--- config.mk ---
export PLATFORM = sky130hd
export DESIGN_NAME = pulse_meter_flat
export DESIGN_NICKNAME = d
export VERILOG_FILES = /design/src/rtl/pulse_meter_pkg.sv /design/src/rtl/pulse_meter_if.sv /design/src/rtl/sync_edge.sv /design/src/rtl/pulse_meter.sv /design/src/flat_wrapper.sv
export SDC_FILE = /design/constraint.sdc
export NUM_CORES = 1
export LEC_CHECK = 0
export CAP_MARGIN = 20
export CORE_AREA = 8 8 75 93
export CTS_BUF_LIST = sky130_fd_sc_hd__clkbuf_2
export CTS_CLUSTER_DIAMETER = 50
export DETAILED_ROUTE_END_ITERATION = 10
export DIE_AREA = 0 0 83 101
export PLACE_DENSITY = 0.9
export SLEW_MARGIN = 20
export SYNTH_ARGS = -nofsm -noshare
export SYNTH_HDL_FRONTEND = slang
export SYNTH_HIERARCHICAL = 1
export SYNTH_SLANG_ARGS = --single-unit
export TNS_END_PERCENT = 100
--- constraint.sdc ---
create_clock -name clock -period 4.25 [get_ports clock]
set_input_delay 1.275 -clock clock [delete_from_list [all_inputs] [get_ports clock]]
set_output_delay 1.275 -clock clock [all_outputs]
set_load 0.02 [all_outputs]
--- src/rtl/pulse_meter_pkg.sv ---
// Shared types and constants for the pulse meter: FSM state encoding and pulse counter width.
package pulse_meter_pkg;

    typedef enum logic [1:0] {
        ST_WAIT = 2'd0,
        ST_HIGH = 2'd1,
        ST_LOW  = 2'd2
    } state_t;

    localparam int PCOUNT_W = 16;

endpackage

--- src/rtl/pulse_meter_if.sv ---
// Measurement bundle of the pulse meter: the pulse train in, the measurement results out.
interface pulse_meter_if #(
    parameter int WIDTH = 8
);
    import pulse_meter_pkg::*;

    logic                signal;
    logic                meas_valid;
    logic [WIDTH-1:0]    high_width;
    logic [WIDTH-1:0]    low_width;
    logic [WIDTH:0]      period;
    logic                sat;
    logic [PCOUNT_W-1:0] pulse_count;
    logic                busy;

    modport master (
        input  signal,
        output meas_valid, high_width, low_width, period, sat, pulse_count, busy
    );

    modport slave (
        output signal,
        input  meas_valid, high_width, low_width, period, sat, pulse_count, busy
    );

endinterface

--- src/rtl/sync_edge.sv ---
// Multi-stage synchroniser for an asynchronous level, with registered-delay edge detection.
module sync_edge #(
    parameter int SYNC_STAGES = 2
) (
    input  logic clock,
    input  logic reset,
    input  logic async_in,
    output logic level,
    output logic rise,
    output logic fall
);
    logic [SYNC_STAGES-1:0] sync_q, sync_d;
    logic [SYNC_STAGES:0]   warm_q, warm_d;
    logic                   s_dly_q, s_dly_d;

    genvar gi;
    generate
        for (gi = 0; gi < SYNC_STAGES; gi++) begin : g_stage
            if (gi == 0) begin : g_first
                assign sync_d[gi] = async_in;
            end else begin : g_next
                assign sync_d[gi] = sync_q[gi-1];
            end
        end
    endgenerate

    always_comb begin
        s_dly_d = sync_q[SYNC_STAGES-1];
        warm_d  = {warm_q[SYNC_STAGES-1:0], 1'b1};
    end

    always_ff @(posedge clock) begin
        if (reset) begin
            sync_q  <= '0;
            s_dly_q <= 1'b0;
            warm_q  <= '0;
        end else begin
            sync_q  <= sync_d;
            s_dly_q <= s_dly_d;
            warm_q  <= warm_d;
        end
    end

    // Edges are suppressed until both level and its delayed copy hold real post-reset
    // samples, so an input already high at reset release does not read as a rise.
    assign level = sync_q[SYNC_STAGES-1];
    assign rise  = warm_q[SYNC_STAGES] & level & ~s_dly_q;
    assign fall  = warm_q[SYNC_STAGES] & ~level & s_dly_q;

endmodule

--- src/rtl/pulse_meter.sv ---
// Measures high time, low time and period of a synchronised pulse train, one result per
// complete cycle, with saturating counters and a free-running pulse counter.
module pulse_meter
    import pulse_meter_pkg::*;
#(
    parameter int WIDTH       = 8,
    parameter int SYNC_STAGES = 2
) (
    input  logic          clock,
    input  logic          reset,
    pulse_meter_if.master bus
);
    localparam logic [WIDTH-1:0] CNT_MAX = '1;
    localparam logic [WIDTH-1:0] CNT_ONE = WIDTH'(1);

    logic s_level, s_rise, s_fall;

    state_t              state_q, state_d;
    logic [WIDTH-1:0]    hcnt_q, hcnt_d;
    logic [WIDTH-1:0]    lcnt_q, lcnt_d;
    logic                sat_acc_q, sat_acc_d;
    logic                meas_valid_q, meas_valid_d;
    logic [WIDTH-1:0]    high_width_q, high_width_d;
    logic [WIDTH-1:0]    low_width_q, low_width_d;
    logic [WIDTH:0]      period_q, period_d;
    logic                sat_q, sat_d;
    logic [PCOUNT_W-1:0] pulse_count_q, pulse_count_d;

    sync_edge #(.SYNC_STAGES(SYNC_STAGES)) u_sync (
        .clock    (clock),
        .reset    (reset),
        .async_in (bus.signal),
        .level    (s_level),
        .rise     (s_rise),
        .fall     (s_fall)
    );

    always_comb begin
        state_d       = state_q;
        hcnt_d        = hcnt_q;
        lcnt_d        = lcnt_q;
        sat_acc_d     = sat_acc_q;
        meas_valid_d  = 1'b0;
        high_width_d  = high_width_q;
        low_width_d   = low_width_q;
        period_d      = period_q;
        sat_d         = sat_q;
        pulse_count_d = pulse_count_q;

        case (state_q)
            ST_WAIT: begin
                if (s_rise) begin
                    state_d   = ST_HIGH;
                    hcnt_d    = CNT_ONE;
                    lcnt_d    = '0;
                    sat_acc_d = 1'b0;
                end
            end
            ST_HIGH: begin
                if (s_fall) begin
                    state_d = ST_LOW;
                    lcnt_d  = CNT_ONE;
                end else if (s_level) begin
                    // sat_acc flags a cycle that could not be counted, not merely reaching max
                    if (hcnt_q == CNT_MAX) sat_acc_d = 1'b1;
                    else                   hcnt_d    = hcnt_q + CNT_ONE;
                end
            end
            ST_LOW: begin
                if (s_rise) begin
                    meas_valid_d  = 1'b1;
                    high_width_d  = hcnt_q;
                    low_width_d   = lcnt_q;
                    period_d      = {1'b0, hcnt_q} + {1'b0, lcnt_q};
                    sat_d         = sat_acc_q;
                    pulse_count_d = pulse_count_q + PCOUNT_W'(1);
                    state_d       = ST_HIGH;
                    hcnt_d        = CNT_ONE;
                    lcnt_d        = '0;
                    sat_acc_d     = 1'b0;
                end else if (lcnt_q == CNT_MAX) begin
                    sat_acc_d = 1'b1;
                end else begin
                    lcnt_d = lcnt_q + CNT_ONE;
                end
            end
            default: state_d = ST_WAIT;
        endcase
    end

    always_ff @(posedge clock) begin
        if (reset) begin
            state_q       <= ST_WAIT;
            hcnt_q        <= '0;
            lcnt_q        <= '0;
            sat_acc_q     <= 1'b0;
            meas_valid_q  <= 1'b0;
            high_width_q  <= '0;
            low_width_q   <= '0;
            period_q      <= '0;
            sat_q         <= 1'b0;
            pulse_count_q <= '0;
        end else begin
            state_q       <= state_d;
            hcnt_q        <= hcnt_d;
            lcnt_q        <= lcnt_d;
            sat_acc_q     <= sat_acc_d;
            meas_valid_q  <= meas_valid_d;
            high_width_q  <= high_width_d;
            low_width_q   <= low_width_d;
            period_q      <= period_d;
            sat_q         <= sat_d;
            pulse_count_q <= pulse_count_d;
        end
    end

    assign bus.meas_valid  = meas_valid_q;
    assign bus.high_width  = high_width_q;
    assign bus.low_width   = low_width_q;
    assign bus.period      = period_q;
    assign bus.sat         = sat_q;
    assign bus.pulse_count = pulse_count_q;
    assign bus.busy        = (state_q != ST_WAIT);

endmodule

--- src/flat_wrapper.sv ---
// flat-port wrapper written by rule: the top's interface ports become plain ports
module pulse_meter_flat import pulse_meter_pkg::*;
#(
    parameter int WIDTH       = 8,
    parameter int SYNC_STAGES = 2
)
  (clock, reset, bus_signal, bus_meas_valid, bus_high_width, bus_low_width, bus_period, bus_sat, bus_pulse_count, bus_busy);
  pulse_meter_if #(.WIDTH(WIDTH)) bus_i ();
  input  logic clock;
  input  logic reset;
  input wire logic [$bits(bus_i.signal)-1:0] bus_signal;
  output wire logic [$bits(bus_i.meas_valid)-1:0] bus_meas_valid;
  output wire logic [$bits(bus_i.high_width)-1:0] bus_high_width;
  output wire logic [$bits(bus_i.low_width)-1:0] bus_low_width;
  output wire logic [$bits(bus_i.period)-1:0] bus_period;
  output wire logic [$bits(bus_i.sat)-1:0] bus_sat;
  output wire logic [$bits(bus_i.pulse_count)-1:0] bus_pulse_count;
  output wire logic [$bits(bus_i.busy)-1:0] bus_busy;
  assign bus_i.signal = bus_signal;
  assign bus_meas_valid = bus_i.meas_valid;
  assign bus_high_width = bus_i.high_width;
  assign bus_low_width = bus_i.low_width;
  assign bus_period = bus_i.period;
  assign bus_sat = bus_i.sat;
  assign bus_pulse_count = bus_i.pulse_count;
  assign bus_busy = bus_i.busy;
  pulse_meter #(.WIDTH(WIDTH), .SYNC_STAGES(SYNC_STAGES)) u_core (.clock(clock), .reset(reset), .bus(bus_i));
endmodule
Word level (Yosys, flattened, before mapping)
Index checks and enable logic that the tools add are counted.
- bits in registers: 68
- input bits: 3
- output and inout bits: 44
- logic and storage cells: 71
- $add $sub $neg: 4
- eq/ne operators: 13
- muxes and demuxes: 22
- bitwise logic cells: 7
- reduce and logical (&&, ||, !) cells: 11
- operators with widths (cell ; number):
    8-bit two-way mux ; 8
    8-bit case mux with 3 select lines ; 1
    16-bit by 1-bit adder with 16-bit output (second input constant) ; 1
    8-bit by 1-bit adder with 8-bit output (second input constant) ; 2
    8-bit equality test (second input constant) ; 2
    8-bit case mux with 2 select lines ; 1
    8-bit by 8-bit adder with 9-bit output ; 1
    1-bit two-way mux ; 8
    2-bit by 1-bit inequality test with 1-bit output (second input constant) ; 4
    2-bit inequality test (second input constant) ; 3
    6-bit AND reduction ; 1
    5-bit AND reduction ; 1
    1-bit bitwise AND ; 4
    2-bit two-way mux ; 2
    2-bit case mux with 2 select lines ; 1
    2-bit AND reduction ; 2
    4-bit AND reduction ; 1
    2-bit nonzero test ; 2
    2-bit OR reduction ; 2
    3-bit by 1-bit inequality test with 1-bit output (second input constant) ; 1
    3-bit by 2-bit inequality test with 1-bit output (second input constant) ; 1
    1-bit inverter ; 3
    1-bit case mux with 3 select lines ; 1
    3-bit nonzero test ; 1
    3 further kinds ; 3

Longest topological paths before layout
Gate-level depths: netlist of the first run.
- depth after elaboration: 5
- mapped depth: 8
- mapped depth without buffers: 7

By module
Netlist of the first run, hierarchy kept.
- by module, submodules not included (module ; instances ; cells each ; area each (µm²) ; sequential area each (µm²)):
    pulse_meter ; 1 ; 364 ; 3042.9 ; 1241.2
    sync_edge ; 1 ; 14 ; 172.7 ; 120.1

Least setup slack after synthesis of the first run
Ideal clock, no wire load.
- path kind: flip-flop to flip-flop
- start: reg u_core.hcnt_q[0]
- end: reg u_core.period_q[8] (netlist: u_core/bus.period[8])
- library setup time: 135 ps
- arrival time: 1969 ps
- required time: 4115 ps
- slack: 2146 ps
- cell stages (with the launch flop): 8
- buffers on the path: 0
- period minus slack after synthesis: 2104 ps
- cell sequence: dfxtp_1 -> ha_1 -> fa_1 -> a211oi_1 -> o21ai_1 -> a21o_1 -> a2111oi_0 -> nor4_1
- longest elaborated chain between the ends: 1
- ends and longest elaborated chain (element ; RTL line ; source):
    from (decl) ; pulse_meter.sv:19 ; logic [WIDTH-1:0] hcnt_q, hcnt_d;
    from (signal assigned) ; pulse_meter.sv:105 ; hcnt_q <= hcnt_d;
    8-bit by 8-bit adder with 9-bit output ; pulse_meter.sv:74 ; period_d = {1'b0, hcnt_q} + {1'b0, lcnt_q};
    to (signal assigned) ; pulse_meter.sv:111 ; period_q <= period_d;
    to (decl) ; pulse_meter.sv:25 ; logic [WIDTH:0] period_q, period_d;
Every way passes these cells.
A chain may end at the register's enable or synchronous reset.

Worst setup path after layout of the first run
- start: reg u_core.state_q[0]
- end: out bus_busy
- longest elaborated chain between the ends: 1
- ends and longest elaborated chain (element ; RTL line ; source):
    from (decl) ; pulse_meter.sv:18 ; state_t state_q, state_d;
    from (signal assigned) ; pulse_meter.sv:104 ; state_q <= state_d;
    2-bit nonzero test ; pulse_meter.sv:123 ; assign bus.busy = (state_q != ST_WAIT);
    to (decl) ; flat_wrapper.sv:18 ; output wire logic [$bits(bus_i.busy)-1:0] bus_busy;
Every way passes these cells.

==> results of run 1 <==
worst reg2reg max path, delay by kind of cell, from the launching register on:
kind          cells  cell delay [ps]
flops             1              380
buf+inv           1               90
xor+xnor          1              160
fa+ha+maj         1              300
simple gates      4             1740
metal layers:
metal  share of wire (%)  track usage (%)  up-vias
met4                 2.3             9.89        0
met2                  51             31.7       71
met5                   0                0        -
met1                  42             19.1     1334
met3                 5.0             4.61       16
li1                    -                -     1411
sequential cells by signal, indices dropped and copies added, names as in the netlist, 2 cells and up:
signal and count:
u_core/bus.low_width 8, u_core/lcnt_q 8, u_core/state_q 2, u_core/u_sync/warm_q 3
u_core/bus.high_width 8, u_core/hcnt_q 8, u_core/u_sync/sync_q 2, u_core/bus.pulse_count 16
u_core/bus.period 9
power by group:
part           switching [mW]  total, mW  internal, mW
Combinational          0.0177     0.0249       0.00729
Sequential            0.00144      0.642         0.641
Clock                   0.207      0.335         0.128
worst paths after layout:
check                                          start                                      end  slack (ps)  depth (start not counted)
setup / recovery      u_core/state_q[0]$_SDFFE_PP0P_                                 bus_busy        1050                          4
hold / removal    u_core/u_sync/warm_q[1]$_SDFF_PP0_       u_core/u_sync/warm_q[2]$_SDFF_PP0_         450                          1
setup reg to reg      u_core/state_q[0]$_SDFFE_PP0P_  u_core/bus.pulse_count[15]$_SDFFE_PP0P_        1460                          7
hold reg to reg   u_core/u_sync/warm_q[1]$_SDFF_PP0_       u_core/u_sync/warm_q[2]$_SDFF_PP0_         450                          1
cells in the final DEF (no fill, tap or decap), drive strengths merged, types with 2 or more instances in the layout:
cell type | Yosys | final
clkinv | 0 | 3
o21ai | 16 | 16
or4b | 3 | 3
clkbuf | 11 | 10
buf | 4 | 2
or2 | 3 | 3
inv | 11 | 11
o211ai | 3 | 3
xnor2 | 12 | 12
ha | 15 | 15
nand3b | 3 | 3
dfxtp | 68 | 68
a211o | 3 | 3
nand4b | 2 | 2
and3 | 5 | 5
nand4 | 5 | 5
o31ai | 4 | 4
nor2 | 31 | 31
nor2b | 8 | 8
or3 | 5 | 5
a21o | 4 | 4
nor4 | 2 | 2
and2 | 2 | 2
a2111oi | 2 | 2
nand3 | 13 | 13
o41ai | 3 | 3
nand2 | 63 | 63
nand2b | 3 | 3
or4 | 2 | 2
and3b | 2 | 2
xor2 | 6 | 6
a21oi | 39 | 39
clkdlybuf4s50 | 0 | 45
a211oi | 4 | 4
o311ai | 2 | 2
nor3 | 9 | 9
cell families (layout without fill, tap and decap cells):
kind of cell    count (synthesis)  count (layout)  synth area share, %
flops                          68              68                 42.3
fa+ha+maj                      16              16                 6.46
buf+inv                        26              72                 3.27
xor+xnor                       18              18                 4.90
simple gates                  164             164                 25.4
compound gates                 86              86                 17.6
through the flow:
| step | power, mW | utilization, % | cell area, um2 |
|---|---|---|---|
| after detailed placement | 0.680 | 65.7 | 3700 |
| final | 1.00 | 67.4 | 3790 |
| after global routing | 1.04 | 67.4 | 3790 |
| after floorplan | 0.674 | - | 3220 |
| after CTS | 1.01 | 67.4 | 3790 |
| after global placement | 0.680 | 65.7 | 3700 |
final cells by class:
class                   count  area, um2  area share [%]
clock buffers              10       50.0            1.32
inverters                  11       41.3            1.09
flip-flops and latches     68       1360            35.9
well taps                  66       82.6            2.18
multi-input cells         284       1750            46.2
clock inverters             4       42.5            1.12
repair buffers             47        463            12.2
==> run metrics, run 1 <==
status=finished clean; final setup margin=between 1000 and 1500 ps; WL final=7.44 mm; P_leak=1.37 nW; Crit path largest cell delay=approximately 600 ps; drt wl/cell=15.2 um; Top-Level Pins=47; HP Class=flop to flop; CP Class=flop to output pin; root buf cell=clkbuf_2; peak supply drop=180 uV; clock buffer count from CTS=9; GPL Wtd Cong=0.933; DR vias/cell=a little under 6; initial DRC count=249; Hold Fails Final Rpt=0; area of the mapped netlist=3220 um2; Yosys top cell area share=42.3%; initial antenna violation count=0; num rows=31; fin crit share=around 75%; nets=440; CP required=roughly 3000 ps; # hold bufs at CTS=0; actual slew at the worst max-slew pin=roughly 1100 ps; non-filler cells, final=490; Post-CTS Resized=0; post-CTS setup buffer count=0; # setup viols final=0; maximum clock path buffer count=2; Final ANT Viol Nets=0; Vias=2,832; Post-synth EDFFs=0; Detailed Routing Iterations Pass 1=5; CTS sink count=68; relative slew slack=29.1%; crit path max fanout=5; CP max-delay cell=clkdlybuf4s50_1; synthesis-to-finish area growth=17.9%; pwr dens=264 nW/um2; CP top delay family=buffers and inverters; Hold Slack=449 ps; Ant. Diodes=0; Yosys reg bits=68; Buf/Inv on CP=3; core footprint=5620 um2; Post-Syn Instances=378; layout cells sized above 1=under 10%; Port Buffer Count=46; fillers=463; CTS tree=built; crit-path cells=inv_1 > ha_1 > inv_1 > clkdlybuf4s50_1; clk_lat worst skew=roughly 500 ps; synth top area cells=dfxtp_1 (42%), nand2_1 (7.4%), a21oi_1 (5.9%); post-DP HPWL=5.43 mm; Place WS=1480 ps; Max Clock Freq=0.313 GHz; die area=8380 um2; largest net degree at the start of global routing=54; skew final=13.7 ps; sequential area share after synthesis=42.3%; vias in the first global route=2,731; count leader, synth=dfxtp_1; Die Wd=83 um; crit path launch type=flop; die height=about 100 um; Worst setup EP type=output pin; post-synthesis async set-or-reset flop share=0%; Yosys top cell by area=dfxtp_1; placed cell count=476; DRC=0; Reg clk slew, reported paths=160 ps; RSZ-0062 raised after global routing=false; gr usage total=18.0%; Tmin final=between 3000 and 4000 ps; net count after synthesis=~400; top_reg_cell synth=dfxtp_1; Post-Syn Area per Cell=8.51 um2; Slew Viols, Final=0; Yosys warning total=6; Yosys cell types=53; Setup TNS Final=0 ps; first-pass GRT wire length=~13 mm; initial core utilization=57.2%; top post-synthesis cells by count=dfxtp_1 (68), nand2_1 (63), a21oi_1 (38); Top cell by count, worst path=inv_1; global route overflow=0; Max-Cap Viols=0; H-Tree Level Count=3; Arrival @ worst endpoint=1920 ps
Power figures use the tool's default switching activity.
==> inputs of run 2 (changes only) <==
--- a/config.mk
+++ b/config.mk
@@ -6,12 +6,12 @@
 export NUM_CORES = 1
 export LEC_CHECK = 0
 export CAP_MARGIN = 20
-export CORE_AREA = 8 8 75 93
+export CORE_AREA = 8 8 81 100
 export CTS_BUF_LIST = sky130_fd_sc_hd__clkbuf_2
 export CTS_CLUSTER_DIAMETER = 50
 export DETAILED_ROUTE_END_ITERATION = 10
-export DIE_AREA = 0 0 83 101
-export PLACE_DENSITY = 0.9
+export DIE_AREA = 0 0 89 108
+export PLACE_DENSITY = 0.82
 export SLEW_MARGIN = 20
 export SYNTH_ARGS = -nofsm -noshare
 export SYNTH_HDL_FRONTEND = slang
==> constraint.sdc (replaced) <==
create_clock -name clock -period 2.9 [get_ports clock]
set_input_delay 0.87 -clock clock [delete_from_list [all_inputs] [get_ports clock]]
set_output_delay 0.87 -clock clock [all_outputs]
set_load 0.02 [all_outputs]
==> run 2 against run 1 <==
Net effect:
- hold slack gained 8.0 ps
- die area grew 15%
- first-iteration DRC count shrank 10%
- largest power group unchanged
- routed wire length grew 1.3%
- critical path type unchanged
==> run metrics, run 2 (synthesis results as in run 1) <==
status=finished clean; global route overflow=0 (unchanged); DR vias/cell=5.50 (-4.9%); synthesis-to-finish area growth=20.2%; crit path max fanout=5 (unchanged); post-DP HPWL=5.47 mm (+0.73%); # setup viols final=0 (unchanged); crit path launch type=flop; Comb power frac=2.6% (about the same); first-pass GRT wire length=12.7 mm (+0.99%); Vias=2,848 (+0.56%); crit-path cells=clkdlybuf4s50_1; WL final=7.54 mm (+1.3%); nets=444 (+0.91%); actual slew at the worst max-slew pin=709 ps (-355 ps); initial antenna violation count=1 (+1); CTS tree=built; relative slew slack=52.0% (+23 points); wl on met1=3.21 mm (+3.4%); GPL Wtd Cong=0.845 (-9.4%); Crit path largest cell delay=650 ps (+50 ps); peak supply drop=227 uV (+26%); # hold bufs at CTS=0 (unchanged); final setup margin=440 ps (-615 ps); CP Class=flop to output pin; layout cells sized above 1=7.44% (+1.5 points); Net Sw Power=0.354 mW (+57%); drt wl/cell=14.6 um (-4.1%); Setup TNS Final=0 ps (unchanged); gr usage total=16.6% (-1.4 points); RSZ-0062 raised after global routing=false; Reg clk slew, reported paths=180 ps (+20 ps); Tmin final=2460 ps; Max-Cap Viols=0 (unchanged); area of the multi-input gates=1750 um2 (unchanged); die height=108 um (+6.9%); fillers=646 (+40%); CP required=2030 ps (-940 ps); Storage cell area=1360 um2 (unchanged); HP Class=flop to flop; Slew Viols, Final=0 (unchanged); Detailed Routing Iterations Pass 1=4 (-1); Place WS=605 ps (-878 ps); vias in the first global route=2,770 (+1.4%); Hold Fails Final Rpt=0 (unchanged); Max Clock Freq=0.406 GHz; switching share of power=23.5% (+0.90 points); sequential power share=62.4% (-1.7 points); Port Buffer Count=46 (unchanged); P_leak=1.42 nW (+3.5%); CP max-delay cell=clkdlybuf4s50_1; maximum clock path buffer count=2 (unchanged); initial DRC count=224 (-10%); Top-Level Pins=47 (unchanged); H-Tree Level Count=3 (unchanged); Final ANT Viol Nets=0 (unchanged); pwr dens=390 nW/um2 (+48%); clk_lat worst skew=510 ps (+20 ps); root buf cell=clkbuf_2; Clock power frac=35.0% (+1.6 points); CP top delay family=buffers and inverters; max reg flops=16 (unchanged); skew final=32.0 ps (+18.3 ps); top sig layer=met4; most frequent cells in the layout=dfxtp_1 (68), nand2_1 (63), clkdlybuf4s50_1 (44), a21oi_1 (38), nor2_1 (31); met2 WL post-DR=3.76 mm (-0.66%); commonest non-fill, non-tap cell in the layout=dfxtp_1; Arrival @ worst endpoint=1590 ps (-330 ps); largest net degree at the start of global routing=33 (-39%); Int Pwr=1.15 mW (+49%); routed wl met3=461 um (+23%); DRC=0 (unchanged); CTS sink count=68 (unchanged); fin crit share=84.8%; initial core utilization=49.3% (-7.9 points); Die Wd=89 um (+7.2%); die area=9610 um2 (+15%); Worst setup EP type=output pin; clock buffer count from CTS=9 (unchanged); core footprint=6520 um2 (+16%); num rows=33 (+6.5%); Buf/Inv on CP=1 (-2)
-- run 2: changes by cell type in the layout (fill, tap and decap cells not counted), sizes merged --
cell           change
buf                +4
diode              +1
dlymetal6s2s       +1
clkinv             +1
clkbuf             +1
clkdlybuf4s50      -1
-- run 2: area by class of cell --
class	instances	area share [%]
multi-input combinational	284	45.2
sequential	68	35.2
timing repair buffer	51	12.8
tap	87	2.82
clock buffer	11	1.42
clock inverter	5	1.36
inverter	11	1.07
antenna	1	0.0647
-- run 2: stage by stage --
stage | total power, mW | utilization (%) | cells | hold slack, ps | area, um2
2_1_floorplan | 0.988 | - | 378 | 414 | 3220
3_3_place_gp | 0.999 | 57.5 | 501 | 419 | 3750
5_1_grt | 1.58 | 59.3 | 518 | 474 | 3870
6_report | 1.51 | 59.3 | 518 | 457 | 3870
3_5_place_dp | 1.00 | 57.5 | 501 | 424 | 3750
4_1_cts | 1.52 | 59.2 | 517 | 460 | 3860
-- run 2: power groups by stage --
stage	logic [mW]	clock network [mW]	registers, mW
final	0.0394	0.528	0.942
after global routing	0.0432	0.591	0.943
after CTS	0.0392	0.542	0.942
after detailed placement	0.0388	0	0.961
after global placement	0.0384	0	0.961
after floorplan	0.0280	0	0.960
-- run 2: worst paths after layout --
check	startpoint	to	slack [ps]	cells past startpoint
worst min-delay path	u_core/u_sync/warm_q[0]$_DFF_P_	u_core/u_sync/warm_q[1]$_SDFF_PP0_	460	1
worst min register to register	u_core/u_sync/warm_q[0]$_DFF_P_	u_core/u_sync/warm_q[1]$_SDFF_PP0_	460	1
worst max register to register	u_core/state_q[0]$_SDFFE_PP0P_	u_core/hcnt_q[3]$_SDFFE_PP0P_	540	7
worst max-delay path	u_core/bus.pulse_count[2]$_SDFFE_PP0P_	bus_pulse_count[2]	440	1
-- run 2: metal layers --
layer	vias to the layer above	track usage (%)
li1	1427	-
met1	1334	19.0
met2	80	27.7
met3	7	4.86
met4	0	7.75
met5	-	0
-- run 2: timing repair --
| item | CTS | global route |
|---|---|---|
| resized for setup | 0 | 1 |
| endpoints found under the setup margin | 0 | 1 |
| setup buffers | 0 | 0 |
| endpoints found under the hold margin | 0 | 0 |
==> inputs of run 3 (changes only) <==
==> constraint.sdc (replaced) <==
create_clock -name clock -period 2.2 [get_ports clock]
set_input_delay 0.66 -clock clock [delete_from_list [all_inputs] [get_ports clock]]
set_output_delay 0.66 -clock clock [all_outputs]
set_load 0.02 [all_outputs]
==> run 3 against run 2 <==
Net effect:
- clock power is 78% higher
- via count is 3.8% higher
- sequential power is 32% higher
- final cell count is 4.6% higher
- sequential cell count stayed put
- critical path type unchanged
- highest routed layer unchanged
- core utilization is 4.4 points higher
- setup slack worse by 380 ps
- routed wire length is 6.9% higher
- register-to-register slack worse by 470 ps
- total power is 49% higher
- final area is 7.5% higher
==> run metrics, run 3 (synthesis results as in run 1) <==
status=finished clean; # setup viols final=0 (unchanged); largest net degree at the start of global routing=30 (-9.1%); CTS sink count=68 (unchanged); GPL Wtd Cong=0.852 (+0.83%); vias in the first global route=2,672 (-3.5%); Hold Slack=456 ps (-1.44 ps); Util after Layout=63.7% (+4.4 points); Setup TNS Final=0 ps (unchanged); Arrival @ worst endpoint=1480 ps (-110 ps); area of the multi-input gates=1790 um2 (+2.6%); core footprint=6520 um2 (unchanged); layout cells sized above 1=14.3% (+6.9 points); Crit path largest cell delay=610 ps (-40 ps); Die Wd=89 um (unchanged); Detailed Routing Iterations Pass 1=5 (+1); root buf cell=clkbuf_2; Tmin final=roughly 2100 ps; Final Power=2.24 mW (+49%); gr usage total=16.4% (-0.26 points); Comb power frac=2.9% (+0.3 points); CP max-delay cell=clkdlybuf4s50_1; max reg flops=16 (unchanged); peak supply drop=494 uV (+120%); pwr dens=540 nW/um2 (+38%); final setup margin=59.6 ps (-380 ps); crit-path cells=clkdlybuf4s50_1; Clock power frac=41.8% (+6.8 points); Slew Viols, Final=0 (unchanged); Reg clk slew, reported paths=200 ps (+20 ps); crit path launch type=flop; switching share of power=22.1% (-1.4 points); initial antenna violation count=1 (unchanged); Final ANT Viol Nets=0 (unchanged); relative slew slack=67.4% (+15 points); WL final=8.06 mm (+6.9%); initial core utilization=49.3% (unchanged); maximum clock path buffer count=2 (unchanged); Top-Level Pins=47 (unchanged); CP required=1540 ps (-490 ps); global route overflow=0 (unchanged); skew final=26.4 ps (-5.62 ps); Post-DP Area=3860 um2 (+2.8%); Hold Fails Final Rpt=0 (unchanged); CP Class=flop to output pin; Worst setup EP type=output pin; # hold bufs at CTS=0 (unchanged); cell area after layout=4160 um2 (+7.5%); clock buffer count from CTS=9 (unchanged); DRC=0 (unchanged); RSZ-0062 raised after global routing=true; Max-Cap Viols=0 (unchanged); Max Clock Freq=between 0.4 and 0.5 GHz; Int Pwr=1.75 mW (+51%); num rows=33 (unchanged); Net Sw Power=0.495 mW (+40%); clk_lat worst skew=500 ps (about the same); die area=9610 um2 (unchanged); CTS tree=built; Vias=2,955 (+3.8%); H-Tree Level Count=3 (unchanged); synthesis-to-finish area growth=29.2%; Port Buffer Count=46 (unchanged); HP Class=flop to flop; die height=108 um (unchanged); Place WS=39.6 ps (-565 ps); commonest non-fill, non-tap cell in the layout=dfxtp_1; Buf/Inv on CP=1 (unchanged); fillers=559 (-13%); Storage cell area=1370 um2 (+0.46%); non-filler cells, final=542 (+4.6%); CP top delay family=buffers and inverters; sequential power share=55.3% (-7.1 points); fin crit share=97.3%; placed cell count=515 (+2.8%); nets=468 (+5.4%); P_leak=1.92 nW (+35%); actual slew at the worst max-slew pin=488 ps (-221 ps); post-DP HPWL=5.57 mm (+1.9%); DR vias/cell=5.45 (-0.84%); drt wl/cell=14.9 um (+2.2%); most frequent cells in the layout=dfxtp_1 (65), nand2_1 (63), a21oi_1 (38), nor2_1 (31), buf_4 (28); first-pass GRT wire length=12.5 mm (-1.3%); initial DRC count=244 (+8.9%); crit path max fanout=2 (-3)
==> run 3: cell count changes in the layout (fill, tap and decap cells not counted), sizes merged <==
cell,delta
clkinvlp,+1
clkinv,-1
clkdlybuf4s50,-32
dlymetal6s2s,+15
a21oi,+1
buf,+24
bufinv,+2
dlygate4sd2,+16
clkbuf,-2
==> run 3: layer usage <==
metal / track usage, % / vias to the layer above / wire length, um
met1: 19.4 / 1382 / 3470
met2: 27.4 / 85 / 4070
li1: - / 1476 / -
met3: 2.58 / 12 / 355
met5: 0 / - / 0
met4: 8.82 / 0 / 164
==> run 3: final cells by class <==
type | instances | area share (%)
antenna | 1 | 0.0602
clock buffer | 9 | 1.08
clock inverter | 7 | 2.77
inverter | 11 | 0.994
multi-input combinational | 285 | 43.2
sequential | 68 | 32.9
tap | 87 | 2.62
timing repair buffer | 74 | 16.4
==> run 3: final timing paths <==
| path | start | endpoint | slack, ps | cells after the start |
|---|---|---|---|---|
| max reg2reg | u_core/state_q[0]$_SDFFE_PP0P_ | u_core/hcnt_q[3]$_SDFFE_PP0P_ | 70 | 7 |
| min | u_core/u_sync/warm_q[1]$_SDFF_PP0_ | u_core/u_sync/warm_q[2]$_SDFF_PP0_ | 460 | 1 |
| max | u_core/bus.low_width[5]$_SDFFE_PP0P_ | bus_low_width[5] | 60 | 1 |
| min reg2reg | u_core/u_sync/warm_q[1]$_SDFF_PP0_ | u_core/u_sync/warm_q[2]$_SDFF_PP0_ | 460 | 1 |
==> run 3: repair_timing <==
action	in CTS	in global routing
resized for setup	22	26
gates cloned	0	1
buffers inserted	0	9
endpoints found under the setup margin	18	24
pin swaps	0	6
==> run 3: power groups by stage <==
| stage | Sequential [mW] | Combinational [mW] | Clock (mW) |
|---|---|---|---|
| after global routing | 1.24 | 0.0709 | 1.01 |
| after floorplan | 1.27 | 0.0369 | 0 |
| after detailed placement | 1.27 | 0.0562 | 0 |
| after global placement | 1.27 | 0.0552 | 0 |
| final | 1.24 | 0.0659 | 0.938 |
| after CTS | 1.24 | 0.0563 | 0.959 |
==> run 3: worst reg2reg max path: cells and delay by family (launching register included) <==
family | cells | cell delay (ps)
buffers and inverters | 1 | 60
adder cells (fa/ha/maj) | 1 | 250
AO/OA/AOI/OAI | 3 | 710
flip-flops | 1 | 400
AND/OR/NAND/NOR | 2 | 640
